### src/rtl/modulo_escalonador_divisor.sv
// -----------------------------------------------------------------------------
// modulo_escalonador_divisor
//
// Round-robin time-slot scheduler driven by the ripple frequency divider.
// The divided clock is synchronised into the system clock domain and
// edge-detected into a one-cycle slot_tick. That time base is then granted
// to one requester at a time. A grant ends when the holder pulses done,
// drops its req, or (optionally) uses up SLOT_TICKS ticks. Every grant is
// followed by exactly one GUARD cycle with gnt all-zero.
//
// Optional feature macro: SCHED_SLOT_TIMEOUT_EN
//   defined   -> reaching SLOT_TICKS ticks forces release (time slicing)
//   undefined -> no timeout; the slot counter only saturates
//
// Parameters:
//   N_REQ       number of requesters (2..8)
//   SLOT_TICKS  maximum slot length in divided-clock ticks (>=1)
//
// Ports:
//   clock      in   system clock, rising edge
//   clear      in   synchronous active-high reset
//   clock_div  in   divider output, asynchronous to clock
//   req        in   level request per requester
//   done       in   early-release strobe, honoured for the holder only
//   gnt        out  one-hot grant, registered
//   slot_tick  out  one-cycle pulse per clock_div rising edge, registered
//   busy       out  high while a grant is held
// -----------------------------------------------------------------------------
module modulo_escalonador_divisor #(
  parameter int N_REQ      = 4,
  parameter int SLOT_TICKS = 8
) (
  input  logic             clock,
  input  logic             clear,
  input  logic             clock_div,
  input  logic [N_REQ-1:0] req,
  input  logic [N_REQ-1:0] done,
  output logic [N_REQ-1:0] gnt,
  output logic             slot_tick,
  output logic             busy
);

  localparam int CNT_W = $clog2(SLOT_TICKS + 1);
  localparam int IDX_W = $clog2(N_REQ);
  localparam logic [CNT_W-1:0] CNT_MAX  = CNT_W'(SLOT_TICKS);
  localparam logic [IDX_W-1:0] IDX_LAST = IDX_W'(N_REQ - 1);

  typedef enum logic [1:0] {
    IDLE  = 2'd0,
    GRANT = 2'd1,
    GUARD = 2'd2
  } state_t;

  state_t           state, state_n;
  logic [IDX_W-1:0] ptr, ptr_n;
  logic [IDX_W-1:0] holder, holder_n;
  logic [CNT_W-1:0] slot_cnt, slot_cnt_n;
  logic [N_REQ-1:0] gnt_n;
  logic [IDX_W-1:0] pick;
  logic             timeout_hit;

  logic sync_s1_p0, sync_s2_p1, sync_s3_p2;

  // First requester at or after p, ascending with wrap-around.
  function automatic logic [IDX_W-1:0] rr_pick(input logic [N_REQ-1:0] r,
                                               input logic [IDX_W-1:0] p);
    logic [IDX_W-1:0] idx;
    logic [IDX_W-1:0] sel;
    logic             found;
    idx   = p;
    sel   = p;
    found = 1'b0;
    for (int k = 0; k < N_REQ; k++) begin
      if (!found && r[idx]) begin
        sel   = idx;
        found = 1'b1;
      end
      idx = (idx == IDX_LAST) ? '0 : idx + 1'b1;
    end
    return sel;
  endfunction

  // Stage p0..p2: two-flop synchroniser plus history flop; tick on rising edge
  always_ff @(posedge clock) begin
    if (clear) begin
      sync_s1_p0 <= 1'b0;
      sync_s2_p1 <= 1'b0;
      sync_s3_p2 <= 1'b0;
      slot_tick  <= 1'b0;
    end else begin
      sync_s1_p0 <= clock_div;
      sync_s2_p1 <= sync_s1_p0;
      sync_s3_p2 <= sync_s2_p1;
      slot_tick  <= sync_s2_p1 & ~sync_s3_p2;
    end
  end

`ifdef SCHED_SLOT_TIMEOUT_EN
  localparam logic [CNT_W-1:0] CNT_LAST = CNT_W'(SLOT_TICKS - 1);
  // Release on the very edge that samples the last tick of the slot.
  assign timeout_hit = slot_tick && (slot_cnt == CNT_LAST);
`else
  assign timeout_hit = 1'b0;
`endif

  assign pick = rr_pick(req, ptr);
  assign busy = (state == GRANT);

  always_comb begin
    state_n    = state;
    ptr_n      = ptr;
    holder_n   = holder;
    slot_cnt_n = slot_cnt;
    gnt_n      = gnt;
    case (state)
      IDLE, GUARD: begin
        // ptr was already advanced on the release edge, so GUARD re-arbitrates fairly
        gnt_n   = '0;
        state_n = IDLE;
        if (|req) begin
          state_n    = GRANT;
          holder_n   = pick;
          gnt_n      = {{(N_REQ-1){1'b0}}, 1'b1} << pick;
          slot_cnt_n = '0;
        end
      end
      GRANT: begin
        if (slot_tick && (slot_cnt != CNT_MAX)) slot_cnt_n = slot_cnt + 1'b1;
        // All release causes collapse into a single transition.
        if (done[holder] || !req[holder] || timeout_hit) begin
          state_n = GUARD;
          gnt_n   = '0;
          ptr_n   = (holder == IDX_LAST) ? '0 : holder + 1'b1;
        end
      end
      default: begin
        state_n = IDLE;
        gnt_n   = '0;
      end
    endcase
  end

  always_ff @(posedge clock) begin
    if (clear) begin
      state    <= IDLE;
      ptr      <= '0;
      holder   <= '0;
      slot_cnt <= '0;
      gnt      <= '0;
    end else begin
      state    <= state_n;
      ptr      <= ptr_n;
      holder   <= holder_n;
      slot_cnt <= slot_cnt_n;
      gnt      <= gnt_n;
    end
  end

endmodule
### config.mk
export PLATFORM = sky130hd
export DESIGN_NAME = modulo_escalonador_divisor
export DESIGN_NICKNAME = d
export VERILOG_FILES = /design/src/rtl/modulo_escalonador_divisor.sv
export SDC_FILE = /design/constraint.sdc
export NUM_CORES = 1
export LEC_CHECK = 0
export ABC_AREA = 1
export BUFFER_PORTS_ARGS = -buffer_cell sky130_fd_sc_hd__buf_2
export CAP_MARGIN = 20
export CORE_MARGIN = 4
export CORE_UTILIZATION = 50
export DETAILED_ROUTE_END_ITERATION = 6
export HOLD_SLACK_MARGIN = 0.05
export PLACE_DENSITY = 0.73
export SYNTH_ARGS = -nofsm -noshare
export SYNTH_HDL_FRONTEND = slang
export SYNTH_SLANG_ARGS = --single-unit
### constraint.sdc
create_clock -name clock -period 4.4 [get_ports clock]
set_input_delay 0.22 -clock clock [delete_from_list [all_inputs] [get_ports clock]]
set_output_delay 0.22 -clock clock [all_outputs]
set_load 0.005 [all_outputs]
### Yosys cells after proc, flatten, opt, wreduce, memory -nomap -nowiden

Index checks and enable logic that the tools add are counted.

* latch bits: 0
* word-level logic and storage cells: 68
* output and inout bits: 6
* memories kept: 0
* register bits after elaboration: 14
* memory bits (read-only): 0
* memory bits (writable): 0
* bits of input ports: 11

* bitwise logic cells: 2
* divide/modulo/power cells: 0
* order comparisons: 5
* shift operators: 1
* muxes and demuxes: 28
* multipliers: 0
* reduce and logical (&&, ||, !) cells: 13
* $add $sub $neg: 4
* equal/unequal tests: 7

Operator list (count)
* 2-to-1 mux 2 bit: 8
* less-than comparator 2 x 3 -> 1 bit (second input constant): 5
* binary-select mux 1 bit (select 2 bit): 6
* == test 2 bit (second input constant): 5
* 2-to-1 mux 1 bit: 10
* adder 2 x 1 -> 2 bit (second input constant): 4
* 2-to-1 mux 4 bit: 2
* one-hot mux 4 bit (2 select lines): 1
* zero test 1 bit: 4
* one-hot mux 2 bit (2 select lines): 1
* AND reduction 2 bit: 2
* OR reduction 4 bit: 1
* << shifter 1 x 2 -> 4 bit (first input constant): 1
* logical AND 1 bit: 3
* == test 2 x 1 -> 1 bit (second input constant): 1
* zero test 2 bit: 1
* inequality test 2 x 1 -> 1 bit (second input constant): 1
* OR reduction 2 bit: 1
* AND 1 bit: 1
* logical OR 1 bit: 1
* inverter 1 bit: 1

### Longest topological paths before layout

Gate-level depths: netlist of the first run.

* depth after elaboration: 15
* depth in mapped cells: 14
* depth with buffers taken out: 14

### Worst setup path after synthesis of the first run

Ideal clock, no wire load.

* kind: register to register
* start point: register ptr[0]
* end point: register gnt[3]
* data arrival time: 1.632 ns
* period minus slack after synthesis: 1.698 ns
* slack: 2.702 ns
* path buffers: 0
* data required time: 4.334 ns
* cell stages (with the launch flop): 14
* library setup time: 0.066 ns
* path through: dfxtp_1 -> ha_1 -> inv_1 -> nand2_2 -> nand2_1 -> nand2_1 -> nand3_1 -> nor2_4 -> nor2_2 -> nand2_2 -> nand2_4 -> nor2_2 -> nand2_1 -> a21oi_2

* longest elaborated chain between the ends: 15
* elaborated cells between the ends (all ways): 32
* classes of those cells: add/sub (3); eq/ne (3); shift (1); mux (19); reduce/logical (6)

RTL lines
* start, declared: line 55 `logic [IDX_W-1:0] ptr, ptr_n;`
* start signal, assigned: line 152 `ptr <= ptr_n;`
* branches (longest 11 deep; another with adder 2 x 1 -> 2 bit)
* 2-to-1 mux 2 bit (*): line 74 `if (!found && r[idx]) begin`
* << shifter 1 x 2 -> 4 bit (*): line 123 `gnt_n = {{(N_REQ-1){1'b0}}, 1'b1} << pick;`
* 2-to-1 mux 4 bit (*): line 120 `if (|req) begin`
* one-hot mux 4 bit (2 select lines) (*): line 115 `case (state)`
* end signal, assigned: line 155 `gnt <= gnt_n;`
* end, declared: line 38 `output logic [N_REQ-1:0] gnt,`

Mark *: on every way between the ends. The select of a mux whose other input is x is not followed.
A chain may end at the register's enable or synchronous reset.

### Worst setup path in the final report of the first run

* start point: register ptr[0]
* end point: register gnt[2]

The elaborated chain is that of the path after synthesis.

==> results of run 1 <==
layout by cell type, fill, tap and decap left out:
cell type / count
nand3_2: 2
nor2_4: 1
ha_1: 2
nand2_1: 43
nor2_1: 9
dfxtp_1: 14
clkbuf_8: 1
clkbuf_4: 3
a21oi_1: 9
nand2_2: 7
nor4_1: 1
o221ai_1: 2
a21oi_2: 1
nor2_2: 2
nor3_1: 1
inv_1: 18
o21ai_0: 4
inv_2: 2
nand2_4: 2
nand3_1: 12
buf_2: 16
power breakdown:
group          switching (mW)  leakage (nW)  total (mW)  internal (mW)
sequential             0.0153         0.115       0.161          0.145
combinational           0.126         0.399       0.196         0.0705
clock                  0.0417        0.0210      0.0920         0.0503
total                   0.183         0.535       0.449          0.266
sequential cells by signal, indices dropped and copies added, names as in the netlist:
signal and cells:
gnt 4, holder 2, ptr 2, state 2, slot_tick 1, sync_s1_p0 1, sync_s2_p1 1, sync_s3_p2 1
stage by stage:
step                hold WS (ps)  instance area [sq um]  worst slack [ps]  std cells
floorplan                    327                    860              2700        133
global placement             378                    948              2560        164
detailed placement           385                    948              2510        164
CTS                          137                    985              2500        168
global route                 161                    985              2310        168
finish                       142                    985              2500        168
worst paths after layout:
kind               from          to  cells past startpoint  slack (ps)
max reg2reg      ptr[0]      gnt[2]                     12        2500
min reg2reg  sync_s3_p2   slot_tick                      1         390
min           clock_div  sync_s1_p0                      3         140
max              ptr[0]      gnt[2]                     12        2500
cells by family after synthesis:
| family | Yosys count | share of synthesized area (%) |
|---|---|---|
| and+or+nand+nor | 80 | 43.8 |
| buffers and inverters | 21 | 10.0 |
| AOI/OAI and AO/OA | 16 | 10.6 |
| DFF | 14 | 32.6 |
| adders and majority gates | 2 | 2.91 |
worst max-delay path, cell delays in order (launching register included):
cell and delay (ps):
dfxtp_1 390, ha_1 420, inv_1 110, nand2_2 90, nand2_1 50, nand2_1 70, nand3_1 110, nor2_4 160
inv_1 70, nand3_1 80, nand2_1 90, nand3_1 90, a21oi_1 60
area by class of cell:
| type | count | area (sq um) | share of cell area (%) |
|---|---|---|---|
| Inverter | 20 | 75.1 | 7.62 |
| Sequential cell | 14 | 280 | 28.5 |
| Clock buffer | 4 | 36.3 | 3.68 |
| Tap cell | 16 | 20.0 | 2.03 |
| Timing Repair Buffer | 16 | 80.1 | 8.13 |
| Multi-Input combinational cell | 98 | 493 | 50.1 |
cell usage after synthesis:
cell type  number
nor2_4          1
o221ai_1        2
nand2_1        43
nor2_2          2
nor3_1          1
a21oi_1         9
a21oi_2         1
inv_2           2
inv_1          18
nor4_1          1
buf_6           1
nand2_4         2
nand3_1        12
dfxtp_1        14
nor2_1          9
nand3_2         2
o21ai_0         4
nand2_2         7
ha_1            2
layer usage:
metal | global-route usage (%) | share of wire, %
met5 | 0 | 0
met4 | 2.76 | 0
met3 | 5.42 | 6.8
met2 | 25.4 | 46
met1 | 21.2 | 48
==> flow_summary.ini, run 1 <==
[yosys]
syn_avg_cell_area_sq_um = 6.46
ys_seq_area_share_pct = 32.6
syn_nets = 146
synth_top_area_share_pct = 32.6
synth.cell_area_sq_um = 860
yosys.area.top_type = dfxtp_1
synth_area_leaders = dfxtp_1 (33%), nand2_1 (19%), inv_1 (7.9%)
ys_seq_elements = 14
synthCells = 133
yosys_warnings = 0
ys_types = 19

[die]
core_sq_um = 1560
dieArea_sq_um = 2450
initial_utilization_pct = 55.1
fp-row-count = 14
die_w_um = 49.5
die_h_um = 49.5
num_io_pins = 17

[detailed_routing]
vias = 877
drt_iter0_drc = 21
viasPerCell = 5.22
wl_per_cell_um = 10.8
drt_pass1_iterations = 5
drc = 0
wirelength_mm = 1.82
antenna_left = 0

[status]
run_status = complete, no violations

[sta]
period_share_pct = 43.1
timing.slew.headroom_pct = 71.8
drv_slew = 0
rsz0062_at_grt = false
setup_viol = 0
skew_ps = 3.64
worstMarginPinSlew_ps = 421
maxClockFrequency_ghz = 0.527
fin_crit_ps = 1900
final.setup.tns_ps = 0
hold_violations = 0

[clock_network]
numCtsBuffers = 3
htreeDepth = 1
cts_setup_buffers = 0
clockRootBuffer = clkbuf_4
cts_tree = built
path_clk_slew_ps = 90
ctsResizeCount = 0
cts.hold.buffers_added = 0
clock_path_buffers = 2
cts.sinks = 14
clock_latency_ps = 280

[place]
dp_hpwl_mm = 1.42
place.gp.congestion = 0.828
io_buffers = 16

[critical_path]
critPathLaunchType = flip-flop
end_kind = flip-flop
arrival_ps = 2070
crit_fanout = 8
path_class = reg2reg
required_ps = 4570

[finish]
fin_nets = 166
area_delta_synth_final_pct = 14.6
n_antenna_cell = 0
fin_util_pct = 63.2
num-fill-cells = 145
drive_gt1_share_pct = 24.3

[global_routing]
grt_pass1_vias = 747
grt-ovfl-total = 0
grt_pass1_wl_mm = 3.11
antenna_found_initial = 0
grt_use_total_pct = 16.0
grt_max_degree = 12

[min_path]
min_path_type = in2reg

[power]
power_leakage_nw = 0.535
peakVddDrop_mv = 0.282
design_power_total_mw = 0.449
power_density_nw_per_um2 = 456

[job]
cap_violations = 0
Note: power is estimated with default switching activity, not from simulation.
==> run 2, diff against run 1 <==
--- a/config.mk
+++ b/config.mk
@@ -5,11 +5,11 @@
 export SDC_FILE = /design/constraint.sdc
 export NUM_CORES = 1
 export LEC_CHECK = 0
-export ABC_AREA = 1
+export ABC_AREA = 0
 export BUFFER_PORTS_ARGS = -buffer_cell sky130_fd_sc_hd__buf_2
 export CAP_MARGIN = 20
 export CORE_MARGIN = 4
-export CORE_UTILIZATION = 50
+export CORE_UTILIZATION = 48
 export DETAILED_ROUTE_END_ITERATION = 6
 export HOLD_SLACK_MARGIN = 0.05
 export PLACE_DENSITY = 0.73
==> constraint.sdc (replaced) <==
create_clock -name clock -period 1.53 [get_ports clock]
set_input_delay 0.0765 -clock clock [delete_from_list [all_inputs] [get_ports clock]]
set_output_delay 0.0765 -clock clock [all_outputs]
set_load 0.005 [all_outputs]
==> flow_summary.ini, run 2 <==
[detailed_routing]
drt_iter0_drc = 26
antenna_left = 0
wirelength_mm = 2.44
wl_per_cell_um = 14.2
drt_pass1_iterations = 4
drc = 0
viasPerCell = 5.53
vias = 951

[yosys]
synthFlopType = dfxtp_1
ys_types = 39
yosysMostFrequentCell = dfxtp_1
synth_top_family_by_area = compound AO/OA/AOI/OAI gates
syn_nets = 123
yosys_warnings = 0
synth-simple-area-share_pct = 22.8
synthCells = 110
yosys.area.top_type = dfxtp_1
synth_commonest_cells = dfxtp_1 (14), nor2_1 (10), nand2_1 (9), a21oi_1 (7), mux2i_1 (6)
synth_compound_area_share_pct = 23.7
synth.cell_area_sq_um = 928
ys_async_sr_fraction_pct = 0
synth_mux_area_share_pct = 13.7
syn_avg_cell_area_sq_um = 8.44
synth_top_area_share_pct = 30.2
synthXorXnorAreaFrac_pct = 0.943
ys_seq_elements = 14
ys_seq_area_share_pct = 30.2
synth_area_leaders = dfxtp_1 (30%), mux2i_1 (6.5%), mux4_2 (4.9%)
synth_edf_count = 0
synth_fa_ha_area_share_pct = 2.70

[finish]
fin_nets = 161
drive_gt1_share_pct = 42.2
final_cell_mix = buf_4 (23), buf_2 (16), dfxtp_1 (11)
regMostFlops = gnt
n_antenna_cell = 0
final_common_cell = buf_4
area_delta_synth_final_pct = 38.4
largest_reg_flops = 4

[die]
dieArea_sq_um = 2700
num_io_pins = 17
core_sq_um = 1780
initial_utilization_pct = 52.1
die_h_um = 52.0
fp-row-count = 15
die_w_um = 52.0

[status]
violations = setup timing
run_status = finished, violations left

[sta]
worstMarginPinSlew_ps = 354
rsz0062_at_grt = true
timing.slew.headroom_pct = 76.4
fin_ws_ps = -656
maxClockFrequency_ghz = 0.458
hold_violations = 0
setup_viol = 6
period_share_pct = 143
fin_crit_ps = 2190
final.setup.tns_ps = -3720
skew_ps = 4.35
drv_slew = 0

[power]
design_power_total_mw = 1.41
power_density_nw_per_um2 = 1100
peakVddDrop_mv = 0.668
power_leakage_nw = 0.581

[place]
io_buffers = 16
dp_hpwl_mm = 1.81
place.gp.congestion = 0.891

[global_routing]
grt-ovfl-total = 0
grt_max_degree = 16
grt_pass1_vias = 877
grt_pass1_wl_mm = 3.88
grt_use_total_pct = 19.5
antenna_found_initial = 0

[clock_network]
clock_latency_ps = 280
numCtsBuffers = 3
clockRootBuffer = clkbuf_4
clock_path_buffers = 2
path_clk_slew_ps = 90
cts_tree = built
cts.sinks = 14
htreeDepth = 1

[job]
cap_violations = 0

[critical_path]
arrival_ps = 2400
crit_fanout = 5
path_class = reg2reg
end_kind = flip-flop
required_ps = 1750
critPathLaunchType = flip-flop

[min_path]
min_path_type = in2reg
## run 2: cell count changes after synthesis, sizes merged, moves of 3 or more
cell,delta
nand2,-43
nand2b,+4
mux2i,+6
inv,-15
a21oi,-3
nand3,-12
clkbuf,+4
a21o,+4
nor2b,+5
## run 2: through the flow
stage               worst slack, ps  hold slack [ps]  utilization, %  cell area, sq um  instances
floorplan                      -615              148               -               950        110
global placement               -585              286            65.5              1170        164
detailed placement             -663              294            65.5              1170        164
CTS                            -690              125            69.3              1240        169
global route                   -789              171            72.1              1280        172
finish                         -656              132            72.1              1280        172
## run 2: critical path, cell delays in order, from the launching register on
cell,delay [ps]
dfxtp_2,340
ha_4,290
mux4_2,530
and2b_1,180
o221a_1,200
o22a_2,260
nand3b_1,170
a21oi_1,150
## run 2: layout make-up
type                            instances  area, sq um
Inverter                                5         18.8
Timing Repair Buffer                   40          263
Tap cell                               25         31.3
Fill cell                             143          498
Clock buffer                            4         36.3
Sequential cell                        14          284
Multi-Input combinational cell         84          652
## run 2: power by group
part	leakage (nW)	internal (mW)	switching [mW]
Sequential	0.116	0.413	0.0359
Clock	0.0210	0.145	0.124
Combinational	0.444	0.367	0.328
Total	0.581	0.925	0.488
## run 2: cells by family (layout without fill, tap and decap cells)
| family | Yosys count | in the layout |
|---|---|---|
| flops | 14 | 14 |
| fa+ha+maj | 2 | 2 |
| mux | 10 | 10 |
| buf+inv | 12 | 49 |
| simple gates | 41 | 41 |
| compound gates | 30 | 30 |
| xor+xnor | 1 | 1 |
## run 2: path summary, 6_finish.rpt
kind / from / to / slack (ps) / cells after the start
max: ptr[0] / gnt[0] / -660 / 7
min: clear / sync_s2_p1 / 130 / 2
max reg2reg: ptr[0] / gnt[0] / -660 / 7
min reg2reg: sync_s3_p2 / slot_tick / 400 / 1
## run 2: timing repair
action                                  in CTS  in global routing
resized for setup                            5                  9
pin swaps                                    6                  9
hold buffers                                 1                  0
endpoints found under the setup margin       6                  8
buffers inserted                             0                  3
hold endpoints to repair                     1                  0
## run 2: layer usage
| metal | track usage [%] | wire length, um | vias to the layer above |
|---|---|---|---|
| met5 | 0 | 0 | - |
| met4 | 6.11 | 27 | 0 |
| met3 | 5.16 | 95 | 5 |
| met2 | 34.1 | 1230 | 21 |
| met1 | 22.8 | 1080 | 455 |
| li1 | - | - | 470 |
==> run 3, diff against run 2 <==
--- a/config.mk
+++ b/config.mk
@@ -7,12 +7,13 @@
 export LEC_CHECK = 0
 export ABC_AREA = 0
 export BUFFER_PORTS_ARGS = -buffer_cell sky130_fd_sc_hd__buf_2
-export CAP_MARGIN = 20
+export CAP_MARGIN = 0
 export CORE_MARGIN = 4
 export CORE_UTILIZATION = 48
 export DETAILED_ROUTE_END_ITERATION = 6
 export HOLD_SLACK_MARGIN = 0.05
 export PLACE_DENSITY = 0.73
+export SETUP_SLACK_MARGIN = 0.5
 export SYNTH_ARGS = -nofsm -noshare
 export SYNTH_HDL_FRONTEND = slang
 export SYNTH_SLANG_ARGS = --single-unit
==> flow_summary.ini, run 3 (synthesis results as in run 2) <==
[global_routing]
grt_max_degree = 16
antenna_found_initial = 0
grt_pass1_vias = 986
grt_pass1_wl_mm = 4.38
grt_use_total_pct = 21.8
grt-ovfl-total = 0

[finish]
area_delta_synth_final_pct = 41.5
fin_util_pct = 73.7
n_antenna_cell = 0
final_common_cell = buf_4
final-seq-area_sq_um = 290
largest_reg_flops = 4
final_cell_mix = buf_4 (26), buf_2 (16), dfxtp_1 (10)
drive_gt1_share_pct = 44.0
multi_input_area_sq_um = 652
num-fill-cells = 142
fin_nets = 164
regMostFlops = gnt

[detailed_routing]
wirelength_mm = 2.57
drc = 0
vias = 986
viasPerCell = 5.63
drt_pass1_iterations = 4
antenna_left = 0
drt_iter0_drc = 32
wl_per_cell_um = 14.7

[critical_path]
crit_chain = ha_4 > mux4_2 > and2b_1 > o221a_1 > o22a_2 > nand3b_1 > a21oi_1
max_stage_delay_ps = 530
crit_fanout = 5
path_depth = 7
critPathBufInv = 0
end_kind = flip-flop
arrival_ps = 2420
path_class = reg2reg
required_ps = 1750
crit_path_top_delay_cell = mux4_2
r2r_cells = 7
r2r_slack_ps = -660
critPathTopFamily = compound AO/OA/AOI/OAI gates
critPathLaunchType = flip-flop

[place]
place.gp.congestion = 0.940
io_buffers = 16
dp_hpwl_mm = 1.88
pre_cts_ws_ps = -626

[sta]
whs_ps = 107
fin_ws_ps = -665
timing.slew.headroom_pct = 74.0
period_share_pct = 143
final.setup.tns_ps = -3710
rsz0062_at_grt = true
worstMarginPinSlew_ps = 390
fin_crit_ps = 2190
drv_slew = 0
hold_violations = 0
maxClockFrequency_ghz = 0.456
setup_viol = 6
skew_ps = 3.46

[min_path]
hold_path_depth = 2
min_path_type = in2reg

[status]
run_status = finished, violations left
violations = setup timing

[power]
design_power_total_mw = 1.44
peakVddDrop_mv = 0.715
power_density_nw_per_um2 = 1090
power_leakage_nw = 0.596

[clock_network]
clockRootBuffer = clkbuf_4
cts_tree = built
numCtsBuffers = 3
cts.sinks = 14
htreeDepth = 1
clock_latency_ps = 290
clock_path_buffers = 2
path_clk_slew_ps = 90

[die]
num_io_pins = 17
die_w_um = 52.0
core_sq_um = 1780
dieArea_sq_um = 2700
fp-row-count = 15
die_h_um = 52.0
initial_utilization_pct = 52.1

[job]
cap_violations = 0
## run 3: cell types whose count changed in the layout (fill, tap and decap cells not counted), sizes merged
cell,delta
buf,+3
## run 3: per-layer routing
| metal | track usage (%) | up-vias | routed length [um] |
|---|---|---|---|
| met1 | 23.8 | 478 | 1120 |
| met2 | 40.4 | 24 | 1330 |
| li1 | - | 481 | - |
| met5 | 0 | - | 0 |
| met4 | 6.99 | 0 | 17 |
| met3 | 5.44 | 3 | 102 |
## run 3: worst paths after layout
check,to,from
min reg2reg,slot_tick,sync_s3_p2
max reg2reg,gnt[0],ptr[0]
min,ptr[0],clear
max,gnt[0],ptr[0]
## run 3: final cells by class
class                      count  share of cell area, %
tap                           25                   2.38
sequential                    14                   22.1
inverter                       5                   1.43
multi-input combinational     84                   49.6
clock buffer                   4                   2.76
timing repair buffer          43                   21.7
## run 3: stage by stage
step | cell area, sq um | cells
floorplan | 965 | 110
global placement | 1190 | 165
detailed placement | 1190 | 165
CTS | 1300 | 174
global route | 1310 | 175
finish | 1310 | 175
## run 3: what timing repair did
item	in CTS	in global routing
endpoints found under the hold margin	1	0
endpoints found under the setup margin	11	11
resized for setup	7	4
pin swaps	4	2
buffers inserted	4	1
hold buffers	1	0
## run 3: power breakdown
part	leakage, nW	internal, mW	switching, mW	total, mW
logic	0.458	0.374	0.331	0.706
registers	0.117	0.415	0.0402	0.456
clock network	0.0210	0.145	0.129	0.274
total	0.596	0.935	0.501	1.44
